--- src/rtl/i2c_reg_sequencer.sv ---
// -----------------------------------------------------------------------------
// i2c_reg_sequencer
// Turns one register-access request into the ordered byte-level command
// stream for the downstream I2C byte controller, one command in flight.
//   write: START, WR {dev,0}, WR reg, WR wdata, STOP
//   read : START, WR {dev,0}, WR reg, START, WR {dev,1}, RD (nack), STOP
// A NACK on any written byte skips to STOP; a stall longer than
// TIMEOUT_CYCLES on any command abandons the transfer without a STOP.
//
// Ports
//   CLK, NRST                  clock, synchronous active-low reset
//   i_req_valid / o_req_ready  request handshake (ready only when idle)
//   i_req_rnw                  1 = register read, 0 = register write
//   i_req_dev / i_req_reg      7-bit device address, register address
//   i_req_wdata                write data (ignored for reads)
//   o_cmd_valid / i_cmd_ready  command handshake towards the controller
//   o_cmd_op                   0 START, 1 STOP, 2 WRITE byte, 3 READ byte
//   o_cmd_data                 byte for WRITE, 0 for other ops
//   o_cmd_nack                 READ only: master NACKs the byte
//   i_rsp_valid                controller finished the accepted command
//   i_rsp_data / i_rsp_nack    read byte / target NACK on a write
//   o_busy                     acceptance through DONE cycle inclusive
//   o_done                     single-cycle completion pulse
//   o_rdata                    read result, updated only on a clean read
//   o_err                      00 ok, 01 addr NACK, 10 reg/data NACK, 11 timeout
// -----------------------------------------------------------------------------
module i2c_reg_sequencer #(
  parameter int TIMEOUT_CYCLES = 100_000
) (
  input  logic       CLK,
  input  logic       NRST,
  input  logic       i_req_valid,
  output logic       o_req_ready,
  input  logic       i_req_rnw,
  input  logic [6:0] i_req_dev,
  input  logic [7:0] i_req_reg,
  input  logic [7:0] i_req_wdata,
  output logic       o_cmd_valid,
  input  logic       i_cmd_ready,
  output logic [1:0] o_cmd_op,
  output logic [7:0] o_cmd_data,
  output logic       o_cmd_nack,
  input  logic       i_rsp_valid,
  input  logic [7:0] i_rsp_data,
  input  logic       i_rsp_nack,
  output logic       o_busy,
  output logic       o_done,
  output logic [7:0] o_rdata,
  output logic [1:0] o_err
);

  localparam int TW = (TIMEOUT_CYCLES > 2) ? $clog2(TIMEOUT_CYCLES) : 1;
  // The timer fires on the TIMEOUT_CYCLES-th stalled cycle of a phase.
  localparam logic [TW-1:0] TLIM = TW'((TIMEOUT_CYCLES > 0) ? TIMEOUT_CYCLES - 1 : 0);

  localparam logic [1:0] OP_START = 2'd0;
  localparam logic [1:0] OP_STOP  = 2'd1;
  localparam logic [1:0] OP_WRITE = 2'd2;
  localparam logic [1:0] OP_READ  = 2'd3;

  localparam logic [1:0] ERR_OK   = 2'b00;
  localparam logic [1:0] ERR_ADDR = 2'b01;
  localparam logic [1:0] ERR_DATA = 2'b10;
  localparam logic [1:0] ERR_TMO  = 2'b11;

  typedef enum logic [3:0] {
    S_IDLE, S_START, S_DEVW, S_REG, S_WDATA,
    S_RSTART, S_DEVR, S_RDATA, S_STOP, S_DONE
  } state_t;

  state_t          r_state;
  logic            r_wait;       // 0 = ISSUE phase, 1 = WAIT phase
  logic [TW-1:0]   r_timer;
  logic            r_rnw;
  logic [6:0]      r_dev;
  logic [7:0]      r_reg;
  logic [7:0]      r_wdata;
  logic [7:0]      r_hold;       // read byte parked until DONE decides
  logic [1:0]      r_err_pend;   // NACK class seen so far in this transfer
  logic            r_req_ready;
  logic            r_cmd_valid;
  logic [1:0]      r_cmd_op;
  logic [7:0]      r_cmd_data;
  logic            r_cmd_nack;
  logic            r_busy;
  logic            r_done;
  logic [7:0]      r_rdata;
  logic [1:0]      r_err;

  state_t          w_next;
  logic [1:0]      w_nack_err;
  logic [1:0]      w_op;
  logic [7:0]      w_data;
  logic            w_nack_bit;
  logic            w_tmo;

  assign w_tmo = (TIMEOUT_CYCLES != 0) && (r_timer == TLIM);

  // Next command state after the current command completes (or after accept).
  always_comb begin
    w_next = S_IDLE;
    case (r_state)
      S_IDLE:   w_next = S_START;
      S_START:  w_next = S_DEVW;
      S_DEVW:   w_next = i_rsp_nack ? S_STOP : S_REG;
      S_REG:    w_next = i_rsp_nack ? S_STOP : (r_rnw ? S_RSTART : S_WDATA);
      S_WDATA:  w_next = S_STOP;
      S_RSTART: w_next = S_DEVR;
      S_DEVR:   w_next = i_rsp_nack ? S_STOP : S_RDATA;
      S_RDATA:  w_next = S_STOP;
      S_STOP:   w_next = S_DONE;
      default:  w_next = S_IDLE;
    endcase
  end

  // Classify a NACK: address bytes vs register/data bytes.
  always_comb begin
    w_nack_err = ERR_OK;
    case (r_state)
      S_DEVW, S_DEVR: begin
        if (i_rsp_nack) w_nack_err = ERR_ADDR;
        else            w_nack_err = ERR_OK;
      end
      S_REG, S_WDATA: begin
        if (i_rsp_nack) w_nack_err = ERR_DATA;
        else            w_nack_err = ERR_OK;
      end
      default: w_nack_err = ERR_OK;
    endcase
  end

  // Command fields for the state about to be issued.
  always_comb begin
    w_op       = OP_WRITE;
    w_data     = 8'h00;
    w_nack_bit = 1'b0;
    case (w_next)
      S_START, S_RSTART: w_op = OP_START;
      S_STOP:            w_op = OP_STOP;
      S_RDATA: begin
        w_op       = OP_READ;
        w_nack_bit = 1'b1;    // single-byte read: master NACKs it
      end
      S_DEVW:  w_data = {r_dev, 1'b0};
      S_REG:   w_data = r_reg;
      S_WDATA: w_data = r_wdata;
      S_DEVR:  w_data = {r_dev, 1'b1};
      default: w_op = OP_WRITE;
    endcase
  end

  // Sequencer FSM with registered outputs.
  always_ff @(posedge CLK) begin
    if (!NRST) begin
      r_state     <= S_IDLE;
      r_wait      <= 1'b0;
      r_timer     <= {TW{1'b0}};
      r_rnw       <= 1'b0;
      r_dev       <= 7'h00;
      r_reg       <= 8'h00;
      r_wdata     <= 8'h00;
      r_hold      <= 8'h00;
      r_err_pend  <= ERR_OK;
      r_req_ready <= 1'b0;
      r_cmd_valid <= 1'b0;
      r_cmd_op    <= 2'd0;
      r_cmd_data  <= 8'h00;
      r_cmd_nack  <= 1'b0;
      r_busy      <= 1'b0;
      r_done      <= 1'b0;
      r_rdata     <= 8'h00;
      r_err       <= ERR_OK;
    end else begin
      case (r_state)
        S_IDLE: begin
          r_done <= 1'b0;
          r_busy <= 1'b0;
          if (r_req_ready && i_req_valid) begin
            r_req_ready <= 1'b0;
            r_busy      <= 1'b1;
            r_rnw       <= i_req_rnw;
            r_dev       <= i_req_dev;
            r_reg       <= i_req_reg;
            r_wdata     <= i_req_wdata;
            r_hold      <= 8'h00;
            r_err_pend  <= ERR_OK;
            r_state     <= w_next;
            r_wait      <= 1'b0;
            r_timer     <= {TW{1'b0}};
            r_cmd_valid <= 1'b1;
            r_cmd_op    <= w_op;
            r_cmd_data  <= w_data;
            r_cmd_nack  <= w_nack_bit;
          end else begin
            r_req_ready <= 1'b1;
          end
        end

        S_DONE: begin
          r_done      <= 1'b0;
          r_busy      <= 1'b0;
          r_req_ready <= 1'b1;
          r_state     <= S_IDLE;
        end

        default: begin
          if (!r_wait) begin
            // ISSUE: hold the command until the controller takes it.
            if (i_cmd_ready) begin
              r_cmd_valid <= 1'b0;
              r_wait      <= 1'b1;
              r_timer     <= {TW{1'b0}};
            end else if (w_tmo) begin
              r_cmd_valid <= 1'b0;
              r_state     <= S_DONE;
              r_done      <= 1'b1;
              r_err       <= ERR_TMO;
            end else begin
              r_timer <= r_timer + 1'b1;
            end
          end else if (i_rsp_valid) begin
            // WAIT: response arrived; the next command goes out next cycle.
            r_wait  <= 1'b0;
            r_timer <= {TW{1'b0}};
            if (r_state == S_STOP) begin
              r_state <= S_DONE;
              r_done  <= 1'b1;
              r_err   <= r_err_pend;
              if (r_rnw && (r_err_pend == ERR_OK)) begin
                r_rdata <= r_hold;
              end
            end else begin
              if (w_nack_err != ERR_OK) begin
                r_err_pend <= w_nack_err;
              end
              if (r_state == S_RDATA) begin
                r_hold <= i_rsp_data;
              end
              r_state     <= w_next;
              r_cmd_valid <= 1'b1;
              r_cmd_op    <= w_op;
              r_cmd_data  <= w_data;
              r_cmd_nack  <= w_nack_bit;
            end
          end else if (w_tmo) begin
            // Abandon without STOP; a timeout overrides any pending NACK code.
            r_wait  <= 1'b0;
            r_state <= S_DONE;
            r_done  <= 1'b1;
            r_err   <= ERR_TMO;
          end else begin
            r_timer <= r_timer + 1'b1;
          end
        end
      endcase
    end
  end

  assign o_req_ready = r_req_ready;
  assign o_cmd_valid = r_cmd_valid;
  assign o_cmd_op    = r_cmd_op;
  assign o_cmd_data  = r_cmd_data;
  assign o_cmd_nack  = r_cmd_nack;
  assign o_busy      = r_busy;
  assign o_done      = r_done;
  assign o_rdata     = r_rdata;
  assign o_err       = r_err;

endmodule

--- config.mk ---
export PLATFORM = sky130hd
export DESIGN_NAME = i2c_reg_sequencer
export DESIGN_NICKNAME = d
export VERILOG_FILES = /design/src/rtl/i2c_reg_sequencer.sv
export SDC_FILE = /design/constraint.sdc
export NUM_CORES = 1
export LEC_CHECK = 0
export CAP_MARGIN = 15
export CORE_ASPECT_RATIO = 0.5
export CORE_MARGIN = 10
export CORE_UTILIZATION = 36
export CTS_CLUSTER_DIAMETER = 80
export DETAILED_ROUTE_END_ITERATION = 6
export GPL_TIMING_DRIVEN = 0
export PLACE_DENSITY = 0.56
export SYNTH_ARGS = -nofsm -noshare
export SYNTH_HDL_FRONTEND = slang
export SYNTH_SLANG_ARGS = --single-unit
--- constraint.sdc ---
create_clock -name CLK -period 2.2 [get_ports CLK]
set_input_delay 0.44 -clock CLK [delete_from_list [all_inputs] [get_ports CLK]]
set_output_delay 0.44 -clock CLK [all_outputs]
set_load 0.01 [all_outputs]
==> impl_metrics.tcl <==
set metrics [dict create \
    antenna_found_initial 0 \
    routed_via_density 5.41 \
    syn2layout_area_growth_pct 28.6 \
    cap_violations 0 \
    startpoint "i_rsp_nack" \
    max_stage_delay_ns 0.82 \
    cts_num_sinks 81 \
    critPathArrivalTime_ns 2.29 \
    clk_pin_slew_ns 0.06 \
    routed_wl_mm 11.6 \
    synthesis.area_mm2 0.00393 \
    dp_cells 680 \
    wire_per_inst_um 16.7 \
    final_nets 590 \
    num-fill-cells 1041 \
    clkLatencyLatePin_ns 0.34 \
    ctsRootBufferMaster "clkbuf_16" \
    whs_ns 0.450 \
    p_comb_frac 0.314 \
    antenna_cells 0 \
    grt_pass1_vias 3728 \
    regMostFlops "r_timer" \
    hold_viol 0 \
    gr-usage-all-layers 0.152 \
    finalWorstSetupSlack_ns 0.163 \
    largest_reg_flops 17 \
    slew_violations 0 \
    seq_power_share 0.353 \
    ant_nets 0 \
    p_leak_nw 1.64 \
    switching_power_mw 1.64 \
    ys_warn_count 0 \
    core-area_mm2 0.0104 \
    crit_required_ns 2.45 \
    finalCritPeriodShare 0.926 \
    path_buf_inv 1 \
    initial_core_util 0.377 \
    pwr_density_cell_mw_per_mm2 941 \
    cts_inserted_buffers 9 \
    drtPass1Iterations 5 \
    layout.area.seq_mm2 0.00162 \
    synth_area_leaders "dfxtp_1 (41%), nand2_1 (9.1%), a21oi_1 (4.8%)" \
    synth_top_area_frac 0.413 \
    outcome "finished clean" \
    tns_ns 0 \
    avgSynthCellArea_um2 8.21 \
    rsz0062_at_grt "no" \
    row_count 26 \
    worstSetupPathType "input pin to register" \
    cts_max_path_buffers 2 \
    ys.flop_type "dfxtp_1" \
    multi_input_area_mm2 0.00216 \
    min_period_ns 2.04 \
    vias 3755 \
    r2r_cells 5 \
    dp_slack_ns -0.295 \
    fp.dieH_um 93.8 \
    synthCells 478 \
    crit_path_end_kind "register" \
    yosysSeqAreaShare 0.413 \
    endpoint "o_cmd_data[0]$_SDFFE_PN0P_" \
    slowest_stage "nor4_2" \
    synthArstFlopShare 0 \
    power_frac_clock 0.333 \
    yosys.area.top_type "dfxtp_1" \
    synth.most_common_cell "nand2_1" \
    synth-edff-count 0 \
    grt-ovfl-total 0 \
    hpwl_mm 8.37 \
    r2r-end "o_err[1]$_SDFFE_PN0P_" \
    htreeDepth 3 \
    die_x_um 168 \
    ctsResizeCount 0 \
    gp_congestion 0.883 \
    grt_max_degree 14 \
    p_int_mw 3.11 \
    finalSetupViolCount 0 \
    synthDistinctLibCells 67 \
    cts_hold_buf 0 \
    r2r_setup_slack_ns 0.18 \
    max_freq_ghz 0.491 \
    vdd_drop_max_v 0.000471 \
    cp-start-kind "input pin" \
    path_delay_family "simple AND/OR/NAND/NOR gates" \
    synth_common_cells "nand2_1 (95), dfxtp_1 (81), a21oi_1 (38)" \
    r2r_start "r_timer[0]$_SDFFE_PN0P_" \
    synth-seq-cells 81 \
    drt_iter0_drc 220 \
    cp.depth 4 \
    layout-drive-gt1-share 0.103 \
    die-area_mm2 0.0157 \
    numPortBuffers 62 \
    ios 63 \
    cp_max_fo 8 \
    sw_frac_of_total 0.345 \
    cts_tree "built" \
    grt_first_pass_wirelength_mm 19.8 \
    synth_nets 517 \
    layout.cells.non_filler 694 \
    remaining_drc_errors 0 \
    tightest_slew_ns 0.919 \
    cts_setup_buffers 0 \
    crit_chain "clkdlybuf4s50_1, nor4_2, a22oi_1, a221oi_2" \
    slew_headroom 0.382 \
    hold_class "register to register" \
    finClkSkew_ns 0.00532 \
]
[tightest hold or removal path, stage by stage (launching register included)]
cell and delay, ns:
dfxtp_1 0.30, nand2_1 0.05, a21oi_1 0.05
[kinds of logic after synthesis]
family / count (synthesis) / share of synthesized area
DFF: 81 / 0.413
xor gates and xnor gates: 2 / 0.00446
buffers and inverters: 35 / 0.0421
adders and majority gates: 1 / 0.00319
and+or+nand+nor: 203 / 0.257
muxes: 9 / 0.0230
AOI/OAI and AO/OA: 147 / 0.257
[cell usage in the layout (no fill, tap or decap), types with 3 or more instances in the layout]
master | synthesis | layout
clkdlybuf4s50_1 | 0 | 62
o21ai_1 | 5 | 5
nor4_1 | 5 | 5
nor3_1 | 9 | 9
nand2b_1 | 6 | 6
inv_1 | 3 | 3
nand2_1 | 95 | 95
o31ai_1 | 4 | 4
nand3_1 | 13 | 13
a211oi_1 | 3 | 3
and2_1 | 4 | 4
o21a_1 | 7 | 7
clkbuf_16 | 0 | 9
buf_2 | 12 | 12
a21boi_0 | 7 | 7
nor2_1 | 36 | 36
a21o_1 | 7 | 7
mux2i_1 | 9 | 9
o21ai_0 | 21 | 21
a311oi_1 | 4 | 4
dfxtp_1 | 81 | 81
a31oi_1 | 5 | 5
clkbuf_1 | 16 | 13
and4_1 | 4 | 4
a21oi_1 | 38 | 38
nand4_1 | 8 | 8
a22oi_1 | 16 | 16
nor2b_1 | 3 | 3
a21oi_2 | 7 | 7
clkbuf_2 | 0 | 3
[cell type report]
class                      instances  share of cell area
inverter                           4             0.00297
clock inverter                     5              0.0161
sequential                        81               0.321
clock buffer                       9              0.0446
timing repair buffer              62               0.123
buffer                            31              0.0305
tap                              140              0.0347
multi-input combinational        362               0.427
[power by group through the flow]
stage	Clock (mW)	Combinational, mW	Sequential [mW]
5_1_grt	1.68	1.67	1.69
6_report	1.58	1.49	1.68
3_3_place_gp	0	1.47	1.71
4_1_cts	1.61	1.47	1.68
3_5_place_dp	0	1.47	1.71
2_1_floorplan	0	0.959	1.70
[per-layer routing]
layer | track usage | share of wire
met5 | 0 | 0
met4 | 0.0339 | 0.0049
met3 | 0.0472 | 0.071
met2 | 0.240 | 0.44
met1 | 0.200 | 0.48
[per-stage QoR]
stage | power (mW) | utilization | instance area, um^2
floorplan | 2.66 | - | 3930
global placement | 3.18 | 0.453 | 4720
detailed placement | 3.18 | 0.453 | 4720
CTS | 4.76 | 0.483 | 5030
global route | 5.04 | 0.485 | 5050
finish | 4.75 | 0.485 | 5050
[worst min-delay path by stage]
stage               depth (start not counted)  slack (ns)                      from                       end
finish                                      2        0.45   o_cmd_nack$_SDFFE_PN0P_   o_cmd_nack$_SDFFE_PN0P_
global route                                2        0.48     r_reg[4]$_SDFFE_PN0P_     r_reg[4]$_SDFFE_PN0P_
floorplan                                   2        0.44     r_reg[0]$_SDFFE_PN0P_     r_reg[0]$_SDFFE_PN0P_
detailed placement                          2        0.45   o_cmd_nack$_SDFFE_PN0P_   o_cmd_nack$_SDFFE_PN0P_
CTS                                         2        0.45   o_cmd_nack$_SDFFE_PN0P_   o_cmd_nack$_SDFFE_PN0P_
global placement                            2        0.44  o_cmd_op[0]$_SDFFE_PN0P_  o_cmd_op[0]$_SDFFE_PN0P_
Power figures use the tool's default switching activity.
